**src/rtl/west_feeder_if.sv**
```systemverilog
`default_nettype none
// west_feeder_if -- vector write port, command handshake and west-edge array outputs.
// Revision 1.0
interface west_feeder_if #(
  parameter int bw  = 4,
  parameter int row = 8
);
  logic              wr;
  logic [row*bw-1:0] wdata;
  logic              full;
  logic              empty;
  logic              cmd_valid;
  logic              cmd_ready;
  logic              cmd_op;
  logic [7:0]        cmd_len;
  logic [row*bw-1:0] in_w_bus;
  logic [2*row-1:0]  inst_w_bus;
  logic              busy;
  logic              done;

  modport master (
    output wr, wdata, cmd_valid, cmd_op, cmd_len,
    input  full, empty, cmd_ready, in_w_bus, inst_w_bus, busy, done
  );

  modport slave (
    input  wr, wdata, cmd_valid, cmd_op, cmd_len,
    output full, empty, cmd_ready, in_w_bus, inst_w_bus, busy, done
  );
endinterface
`default_nettype wire

```
**src/rtl/west_feeder.sv**
```systemverilog
`default_nettype none
// west_feeder -- vector FIFO and command FSM streaming load/execute vectors into the west edge
// of a systolic array, lane r skewed by r cycles. Revision 1.0
module west_feeder #(
  parameter int bw    = 4,
  parameter int row   = 8,
  parameter int depth = 16
) (
  input  logic         clk,
  input  logic         reset,
  west_feeder_if.slave bus
);
  localparam int AW = $clog2(depth);
  localparam int CW = $clog2(depth + 1);
  localparam int DW = (row > 1) ? $clog2(row) : 1;

  typedef enum logic [1:0] {
    IDLE  = 2'd0,
    ISSUE = 2'd1,
    DRAIN = 2'd2
  } state_t;

  logic [row*bw-1:0] mem_q [depth];
  logic [AW-1:0]     wr_ptr_q, wr_ptr_d;
  logic [AW-1:0]     rd_ptr_q, rd_ptr_d;
  logic [CW-1:0]     count_q, count_d;
  state_t            state_q, state_d;
  logic [7:0]        rem_q, rem_d;
  logic              op_q, op_d;
  logic [DW-1:0]     drain_q, drain_d;
  logic              done_q, done_d;
  logic              busy_q, busy_d;
  logic              ready_q, ready_d;
  logic              wr_ok;
  logic              issue;
  logic [row*bw-1:0] rd_data;

  assign bus.full      = (count_q == CW'(depth));
  assign bus.empty     = (count_q == '0);
  assign bus.done      = done_q;
  assign bus.busy      = busy_q;
  assign bus.cmd_ready = ready_q;

  assign wr_ok   = bus.wr && !bus.full;
  assign issue   = (state_q == ISSUE) && !bus.empty;
  assign rd_data = mem_q[rd_ptr_q];

  always_comb begin
    wr_ptr_d = wr_ptr_q + AW'(wr_ok);
    rd_ptr_d = rd_ptr_q + AW'(issue);
    count_d  = count_q + CW'(wr_ok) - CW'(issue);
    state_d  = state_q;
    rem_d    = rem_q;
    op_d     = op_q;
    drain_d  = drain_q;
    done_d   = 1'b0;
    case (state_q)
      IDLE: begin
        if (bus.cmd_valid) begin
          op_d  = bus.cmd_op;
          rem_d = bus.cmd_len;
          if (bus.cmd_len == 8'd0) begin
            done_d = 1'b1;
          end else begin
            state_d = ISSUE;
          end
        end
      end
      ISSUE: begin
        if (issue) begin
          rem_d = rem_q - 8'd1;
          if (rem_q == 8'd1) begin
            state_d = DRAIN;
            drain_d = '0;
          end
        end
      end
      DRAIN: begin
        // Wait until the last vector has left the deepest skew stage.
        drain_d = drain_q + DW'(1);
        if (drain_q == DW'(row - 1)) begin
          state_d = IDLE;
          done_d  = 1'b1;
        end
      end
      default: state_d = IDLE;
    endcase
    busy_d  = (state_d != IDLE);
    ready_d = (state_d == IDLE);
  end

  always_ff @(posedge clk) begin
    if (reset) begin
      wr_ptr_q <= '0;
      rd_ptr_q <= '0;
      count_q  <= '0;
      state_q  <= IDLE;
      rem_q    <= '0;
      op_q     <= 1'b0;
      drain_q  <= '0;
      done_q   <= 1'b0;
      busy_q   <= 1'b0;
      ready_q  <= 1'b1;
    end else begin
      wr_ptr_q <= wr_ptr_d;
      rd_ptr_q <= rd_ptr_d;
      count_q  <= count_d;
      state_q  <= state_d;
      rem_q    <= rem_d;
      op_q     <= op_d;
      drain_q  <= drain_d;
      done_q   <= done_d;
      busy_q   <= busy_d;
      ready_q  <= ready_d;
    end
  end

  always_ff @(posedge clk) begin
    if (wr_ok) begin
      mem_q[wr_ptr_q] <= bus.wdata;
    end
  end

  // Row r carries its lane through r+1 registers; stage 0 is the registered issue point.
  for (genvar r = 0; r < row; r++) begin : g_row
    logic [bw-1:0] dat_q [r+1];
    logic [bw-1:0] dat_d [r+1];
    logic [1:0]    ins_q [r+1];
    logic [1:0]    ins_d [r+1];

    always_comb begin
      dat_d[0] = issue ? rd_data[bw*r +: bw] : '0;
      ins_d[0] = issue ? (op_q ? 2'b10 : 2'b01) : 2'b00;
      for (int j = 1; j <= r; j++) begin
        dat_d[j] = dat_q[j-1];
        ins_d[j] = ins_q[j-1];
      end
    end

    always_ff @(posedge clk) begin
      if (reset) begin
        for (int j = 0; j <= r; j++) begin
          dat_q[j] <= '0;
          ins_q[j] <= 2'b00;
        end
      end else begin
        for (int j = 0; j <= r; j++) begin
          dat_q[j] <= dat_d[j];
          ins_q[j] <= ins_d[j];
        end
      end
    end

    assign bus.in_w_bus[bw*r +: bw] = dat_q[r];
    assign bus.inst_w_bus[2*r +: 2] = ins_q[r];
  end
endmodule
`default_nettype wire

```
**src/flat_wrapper.sv**
```systemverilog
// flat-port wrapper written by rule: the top's interface ports become plain ports
module west_feeder_flat 
#(
  parameter int bw    = 4,
  parameter int row   = 8,
  parameter int depth = 16
)
  (clk, reset, bus_wr, bus_wdata, bus_cmd_valid, bus_cmd_op, bus_cmd_len, bus_full, bus_empty, bus_cmd_ready, bus_in_w_bus, bus_inst_w_bus, bus_busy, bus_done);
  west_feeder_if #(.bw(bw), .row(row)) bus_i ();
  input  logic clk;
  input  logic reset;
  input wire logic [$bits(bus_i.wr)-1:0] bus_wr;
  input wire logic [$bits(bus_i.wdata)-1:0] bus_wdata;
  input wire logic [$bits(bus_i.cmd_valid)-1:0] bus_cmd_valid;
  input wire logic [$bits(bus_i.cmd_op)-1:0] bus_cmd_op;
  input wire logic [$bits(bus_i.cmd_len)-1:0] bus_cmd_len;
  output wire logic [$bits(bus_i.full)-1:0] bus_full;
  output wire logic [$bits(bus_i.empty)-1:0] bus_empty;
  output wire logic [$bits(bus_i.cmd_ready)-1:0] bus_cmd_ready;
  output wire logic [$bits(bus_i.in_w_bus)-1:0] bus_in_w_bus;
  output wire logic [$bits(bus_i.inst_w_bus)-1:0] bus_inst_w_bus;
  output wire logic [$bits(bus_i.busy)-1:0] bus_busy;
  output wire logic [$bits(bus_i.done)-1:0] bus_done;
  assign bus_i.wr = bus_wr;
  assign bus_i.wdata = bus_wdata;
  assign bus_i.cmd_valid = bus_cmd_valid;
  assign bus_i.cmd_op = bus_cmd_op;
  assign bus_i.cmd_len = bus_cmd_len;
  assign bus_full = bus_i.full;
  assign bus_empty = bus_i.empty;
  assign bus_cmd_ready = bus_i.cmd_ready;
  assign bus_in_w_bus = bus_i.in_w_bus;
  assign bus_inst_w_bus = bus_i.inst_w_bus;
  assign bus_busy = bus_i.busy;
  assign bus_done = bus_i.done;
  west_feeder #(.bw(bw), .row(row), .depth(depth)) u_core (.clk(clk), .reset(reset), .bus(bus_i));
endmodule
```
**config.mk**
```make
export PLATFORM = sky130hd
export DESIGN_NAME = west_feeder_flat
export DESIGN_NICKNAME = d
export VERILOG_FILES = /design/src/rtl/west_feeder_if.sv /design/src/rtl/west_feeder.sv /design/src/flat_wrapper.sv
export SDC_FILE = /design/constraint.sdc
export NUM_CORES = 1
export LEC_CHECK = 0
export BUFFER_PORTS_ARGS = -buffer_cell sky130_fd_sc_hd__buf_2
export CAP_MARGIN = 20
export CELL_PAD_IN_SITES_DETAIL_PLACEMENT = 0
export CELL_PAD_IN_SITES_GLOBAL_PLACEMENT = 2
export CORE_ASPECT_RATIO = 0.6
export CORE_UTILIZATION = 50
export CTS_CLUSTER_SIZE = 24
export DETAILED_ROUTE_END_ITERATION = 12
export GPL_TIMING_DRIVEN = 0
export PLACE_DENSITY_LB_ADDON = 0.25
export SLEW_MARGIN = 10
export SYNTH_ARGS = -nofsm -noshare
export SYNTH_HDL_FRONTEND = slang
export SYNTH_SLANG_ARGS = --single-unit
export TNS_END_PERCENT = 50
```
**constraint.sdc**
```tcl
create_clock -name clk -period 8.74 [get_ports clk]
set_input_delay 0.874 -clock clk [delete_from_list [all_inputs] [get_ports clk]]
set_output_delay 0.874 -clock clk [all_outputs]
set_load 0.02 [all_outputs]
```
==> impl_metrics.py, run 1 <==
metrics = {
    "run_status": {
        "outcome": "finished with violations",
        "failed_checks": "DRC",
    },
    "grt": {
        "grt_usage_pct": 21.15,
        "grt_max_degree": 19,
        "grt_first_pass_wirelength_um": 79360,
        "antenna_found_initial": 0,
        "grt_overflow": 0,
        "grt_pass1_vias": 12280,
    },
    "timing": {
        "fmax_mhz": 321.6,
        "max-slew-margin-rel_pct": 32.74,
        "rsz0062_at_grt": "no",
        "layout_setup_ws_ns": 5.630,
        "fin_worst_skew_ns": 0.01574,
        "period_share_pct": 35.58,
        "setup_viol": 0,
        "layout_min_cycle_time_ns": 3.110,
        "worstMarginPinSlew_ns": 1.009,
        "finalHoldViolCount": 0,
        "slew_violations": 0,
        "tns_ns": 0,
    },
    "place": {
        "hpwlAfterDp_um": 35230,
        "dp_slack_ns": 5.542,
        "io_buffers": 97,
        "postPlaceCellArea_um2": 27120,
        "gp_congestion": 0.7508,
    },
    "critical_path": {
        "worstPathArrival_ns": 3.56,
        "crit_type": "reg2reg",
        "crit_path_max_fanout": 10,
        "required_ns": 9.19,
        "start_kind": "register",
        "path_cells": "inv_1 > ha_1 > buf_2 > clkinv_1 > nor2_1 > ha_1 > inv_1 > ha_1 > inv_1 > fa_1 > nor2b_1 > o21bai_1 > a21oi_1 > nor3b_1",
        "slowest_stage": "fa_1",
        "timing.critical_path.buf_inv": 5,
        "critPathTopFamily": "adder cells",
        "cp_slowest_stage_delay_ns": 0.40,
        "crit_path_end_kind": "register",
    },
    "clock_network": {
        "cts_hold_buffers": 0,
        "post_cts_buffers": 0,
        "cts_root_buf": "clkbuf_16",
        "cts_tree": "yes",
        "clock_path_buffers": 3,
        "cts_made_buffers": 59,
        "clk-insertion-delay-late_ns": 0.59,
        "cts.sinks": 702,
        "cts.repair.resized": 0,
        "ctsHtreeMaxLevel": 2,
        "clk_pin_slew_ns": 0.07,
    },
    "yosys": {
        "syn-instance-count": 1306,
        "synthTopCellsByArea": "edfxtp_1, dfxtp_1, mux4_2",
        "syn_nets": 1370,
        "yosys_most_used_dff": "edfxtp_1",
        "yosysUniqueCellTypes": 63,
        "ys_seq_elements": 702,
        "yosys.cell_count.top_type": "edfxtp_1",
        "synth_top_area_cell": "edfxtp_1",
        "synthesis.area_um2": 25100,
        "syn_avg_cell_area_um2": 19.22,
        "async_reset_ff_share_pct": 0,
        "synth_common_cells": "edfxtp_1, dfxtp_1, nor2b_1",
        "seq_area_frac_synth_pct": 76.40,
        "synth_top_area_share_pct": 61.24,
        "yosys_warnings": 0,
        "synth-edff-count": 512,
    },
    "route": {
        "vias_per_cell": 5.630,
        "wire_per_inst_um": 24.11,
        "dr.pass1.iters": 9,
        "drt-total-wl_um": 52990,
        "ant_nets": 0,
        "drc": 2,
        "vias": 12370,
        "drt-initial-drc-count": 1205,
    },
    "power_and_ir_drop": {
        "p_leak_uw": 0.009756,
        "power.total_uw": 7237,
        "power_density_nw_per_um2": 249.3,
        "peakVddDrop_mv": 0.1537,
    },
    "die": {
        "start_util_pct": 50.71,
        "fp.dieH_um": 175.6,
        "core_area_um2": 49500,
        "die_width_um": 291.3,
        "pin_count": 98,
        "num_rows": 63,
        "design.die.area_um2": 51140,
    },
    "finish": {
        "area_growth_pct": 15.64,
        "drive_above_1_share_pct": 26.81,
        "n_antenna_cell": 0,
        "final_util_pct": 58.64,
        "nets": 1564,
        "fin_area_um2": 29030,
    },
    "job": {
        "maxCapViolations": 0,
    },
    "hold_path": {
        "hold_path.class": "reg2reg",
    },
}
## cell families (layout without fill, tap and decap cells)
| logic type | Yosys count | count (layout) | synth area share (%) |
|---|---|---|---|
| DFF | 702 | 702 | 76.40 |
| and+or+nand+nor | 262 | 262 | 6.056 |
| muxes | 132 | 132 | 11.66 |
| AOI/OAI and AO/OA | 103 | 103 | 3.155 |
| buffers and inverters | 82 | 324 | 1.550 |
| adders and majority gates | 19 | 19 | 0.9769 |
| xor gates and xnor gates | 6 | 6 | 0.2094 |
## worst reg2reg max path, delay by kind of cell (launching register included)
kind,cells,cell delay [ns]
buffers and inverters,5,0.79
adder cells (fa/ha/maj),4,1.00
flip-flops,1,0.36
AO/OA/AOI/OAI,2,0.25
AND/OR/NAND/NOR,3,0.60
## sequential cells by signal (all words and copies together), names as in the netlist
signal,flops
u_core.bus.busy,1
u_core.bus.cmd_ready,1
u_core.bus.done,1
u_core.count_q,5
u_core.drain_q,3
u_core.g_row.dat_q,144
u_core.g_row.ins_q,16
u_core.mem_q,512
u_core.op_q,1
u_core.rd_ptr_q,4
u_core.rem_q,8
u_core.state_q,2
u_core.wr_ptr_q,4
## final cells by class
class	count	area (um^2)
clock inverters	28	236.5
multi-input cells	522	5647
fillers	3663	20470
clock buffers	81	1672
repair buffers	133	1095
plain buffers	65	324.1
well taps	650	813.3
inverters	17	65.06
flip-flops and latches	702	19180
## per-layer routing
layer	track usage [%]	routed length, um	vias up
met5	0	0	-
met4	4.277	845	0
met2	30.67	23070	382
li1	-	-	5495
met1	33.70	25610	6424
met3	3.619	3470	73
## path summary, 6_finish.rpt
kind                            slack, ns                           to                         from  cells after the start
worst min register to register       0.43  u_core.g_row[3].dat_q[3][2]  u_core.g_row[3].dat_q[2][2]                      1
worst max-delay path                 5.63            u_core.count_q[4]            u_core.state_q[1]                     14
worst min-delay path                 0.43  u_core.g_row[3].dat_q[3][2]  u_core.g_row[3].dat_q[2][2]                      1
worst max register to register       5.63            u_core.count_q[4]            u_core.state_q[1]                     14
## per-stage QoR
step / std cells / hold slack, ns
floorplan: 1306 / 0.4134
global placement: 2053 / 0.4146
detailed placement: 2089 / 0.4204
CTS: 2198 / 0.4353
global route: 2198 / 0.4478
finish: 2198 / 0.4279
## placed cells by master (no fill, tap or decap), types with 4 or more instances in the layout
cell       instances
buf_4             16
buf_1              5
clkbuf_16         61
o21ai_0            5
a211oi_1           6
edfxtp_1         512
nor2b_1          142
nor2_1            21
clkbuf_8           7
nor3_2             6
dfxtp_1          190
a22oi_1           50
clkinv_2           8
inv_1             15
nand2b_1           5
buf_2            119
a21oi_1           12
mux4_2           128
nor2_4            12
clkbuf_1          42
buf_16            14
clkinv_1          13
bufinv_16          4
a22oi_2            9
nand3_1            6
nor3_1             4
nor4_1             4
buf_6             12
nand2_1           36
ha_1              18
## where the power goes
part	switching (uW)	leakage [uW]	internal, uW	total, uW
registers	48.4	0.00616	3710	3760
logic	487	0.00267	400	887
clock network	1140	0.000925	1450	2590
total	1680	0.00976	5560	7240
Power figures use the tool's default switching activity.
==> run 2, diff against run 1 <==
--- a/config.mk
+++ b/config.mk
@@ -10,7 +10,7 @@
 export CELL_PAD_IN_SITES_DETAIL_PLACEMENT = 0
 export CELL_PAD_IN_SITES_GLOBAL_PLACEMENT = 2
 export CORE_ASPECT_RATIO = 0.6
-export CORE_UTILIZATION = 50
+export CORE_UTILIZATION = 47
 export CTS_CLUSTER_SIZE = 24
 export DETAILED_ROUTE_END_ITERATION = 12
 export GPL_TIMING_DRIVEN = 0
==> constraint.sdc (replaced) <==
create_clock -name clk -period 3 [get_ports clk]
set_input_delay 0.3 -clock clk [delete_from_list [all_inputs] [get_ports clk]]
set_output_delay 0.3 -clock clk [all_outputs]
set_load 0.02 [all_outputs]
==> run 2 against run 1 <==
Net effect:
- the run now ends clean
- non-clock buffer count increased by 6
- cell area increased by 1.9%
- sequential share of layout area decreased by 1.2 points
- sequential power increased to 2.9 times the previous value
- sequential cell count unchanged
- critical path depth increased by 1
- worst hold slack got worse by 0.38 ns
==> impl_metrics.py, run 2 (same netlist as run 1, synthesis figures left out) <==
metrics = {
    "run_status": {
        "outcome": "finished, final reports clean",
    },
    "route": {
        "drt-initial-drc-count": 1157,
        "vias_per_cell": 5.452,
        "wire_per_inst_um": 23.87,
        "drt-total-wl_um": 54120,
        "dr.pass1.iters": 5,
        "ant_nets": 0,
        "drc": 0,
        "vias": 12360,
    },
    "critical_path": {
        "crit_path_max_fanout": 10,
        "critPathTopFamily": "adder cells",
        "slowest_stage": "or4b_4",
        "required_ns": 3.45,
        "cp_slowest_stage_delay_ns": 0.52,
        "start_kind": "register",
        "crit_type": "reg2reg",
        "timing.critical_path.buf_inv": 5,
        "r2r-start": "u_core.count_q[2]",
        "crit_path_end_kind": "register",
        "setup.worst_path.start": "u_core.count_q[2]",
        "worstPathArrival_ns": 3.31,
        "path_cells": "inv_1 > ha_1 > or4b_4 > inv_4 > buf_8 > nor2_2 > ha_1 > inv_1 > ha_1 > inv_1 > fa_2 > nor2b_2 > o21bai_1 > a21oi_1 > nor3b_1",
    },
    "die": {
        "die_width_um": 300.4,
        "start_util_pct": 47.71,
        "pin_count": 98,
        "num_rows": 65,
        "fp.dieH_um": 181.0,
        "design.die.area_um2": 54370,
        "core_area_um2": 52620,
    },
    "finish": {
        "nets": 1578,
        "drive_above_1_share_pct": 27.94,
        "n_fill_cell": 3972,
        "area_growth_pct": 17.82,
        "n_antenna_cell": 0,
        "fin_area_um2": 29580,
        "top_register": "u_core.mem_q",
        "final_cell_mix": "edfxtp_1, dfxtp_1, nor2b_1",
        "final_util_pct": 56.21,
        "layout_commonest_cell": "edfxtp_1",
        "largestRegisters": "u_core.mem_q (512), u_core.g_row.dat_q (144), u_core.g_row.ins_q (16)",
        "largest_reg_flops": 512,
    },
    "power_and_ir_drop": {
        "p_leak_uw": 0.009949,
        "peakVddDrop_mv": 0.4915,
        "power_density_nw_per_um2": 745.7,
    },
    "clock_network": {
        "ctsHtreeMaxLevel": 3,
        "cts.sinks": 702,
        "cts_tree": "yes",
        "clk_pin_slew_ns": 0.06,
        "clock_path_buffers": 3,
        "cts_root_buf": "clkbuf_16",
        "clk-insertion-delay-late_ns": 0.59,
        "cts_made_buffers": 66,
    },
    "place": {
        "io_buffers": 97,
        "hpwlAfterDp_um": 35130,
        "gp_congestion": 0.7947,
        "dp_slack_ns": -0.08834,
        "postPlaceCellArea_um2": 27170,
    },
    "hold_path": {
        "hold_path.class": "in2reg",
        "worstHoldStart": "bus_cmd_valid",
    },
    "job": {
        "maxCapViolations": 0,
    },
    "timing": {
        "fmax_mhz": 348.6,
        "tns_ns": 0,
        "whs_ns": 0.04385,
        "rsz0062_at_grt": "yes",
        "layout_min_cycle_time_ns": 2.869,
        "finalHoldViolCount": 0,
        "slew_violations": 0,
        "max-slew-margin-rel_pct": 30.27,
        "period_share_pct": 95.62,
        "setup_viol": 0,
        "fin_worst_skew_ns": 0.01841,
        "layout_setup_ws_ns": 0.1315,
        "worstMarginPinSlew_ns": 1.046,
    },
    "grt": {
        "antenna_found_initial": 2,
        "grt_first_pass_wirelength_um": 80330,
        "grt_overflow": 0,
        "grt_max_degree": 21,
        "grt_usage_pct": 20.42,
        "grt_pass1_vias": 12380,
    },
}
run 2: changes by cell type in the layout (fill, tap and decap cells not counted), moves of 3 or more:
| cell | change |
|---|---|
| clkinv_2 | -3 |
| buf_8 | +8 |
| buf_12 | +5 |
| clkinv_1 | -5 |
| buf_6 | -9 |
| nor3_2 | -4 |
| inv_6 | +3 |
| nor3_4 | +4 |
| clkbuf_16 | +10 |
run 2: timing repair:
| action | 4_1_cts | 5_1_grt |
|---|---|---|
| pin swaps | 5 | 9 |
| buffers inserted | 3 | 12 |
| cloned | 0 | 1 |
| endpoints found under the hold margin | 2 | 0 |
| resized for setup | 1 | 5 |
| endpoints found under the setup margin | 55 | 157 |
| hold buffers | 2 | 0 |
run 2: where the power goes:
part | total [uW] | internal, uW | leakage [uW] | switching [uW]
logic | 2650 | 1210 | 0.00271 | 1440
clock network | 8450 | 4960 | 0.00108 | 3500
registers | 11000 | 10800 | 0.00616 | 143
total | 22100 | 17000 | 0.00995 | 5080
run 2: path summary, 6_finish.rpt:
| path | endpoint | slack [ns] | cells after the start |
|---|---|---|---|
| min | u_core.op_q | 0.04 | 3 |
| max | u_core.count_q[4] | 0.13 | 15 |
| min reg2reg | u_core.g_row[5].dat_q[0][10] | 0.43 | 1 |
| max reg2reg | u_core.count_q[4] | 0.13 | 15 |
run 2: layout make-up:
cell class	count	area (um^2)	share of cell area, %
Tap cell	703	879.6	2.974
Clock buffer	94	1938	6.553
Sequential cell	702	19180	64.84
Buffer	65	324.1	1.096
Clock inverter	24	265.3	0.8968
Timing Repair Buffer	139	1234	4.171
Multi-Input combinational cell	523	5688	19.23
Inverter	17	70.07	0.2369
run 2: through the flow:
step / instances / total power, uW
after detailed placement: 2131 / 13780
after global placement: 2106 / 13640
after floorplan: 1306 / 12900
final: 2267 / 22060
after CTS: 2254 / 22250
after global routing: 2267 / 22900
run 2: routing by layer:
metal	GRT usage [%]	up-vias	wire length [um]
li1	-	5520	-
met1	31.59	6378	25960
met2	29.57	396	23830
met3	4.702	63	3519
met4	4.184	2	793
met5	0	-	9
run 2: worst register-to-register path, delay by kind of cell (launching register included):
kind,cells,cell delay [ns]
fa+ha+maj,4,0.95
compound gates,2,0.25
flops,1,0.31
simple gates,4,0.78
buf+inv,5,0.44
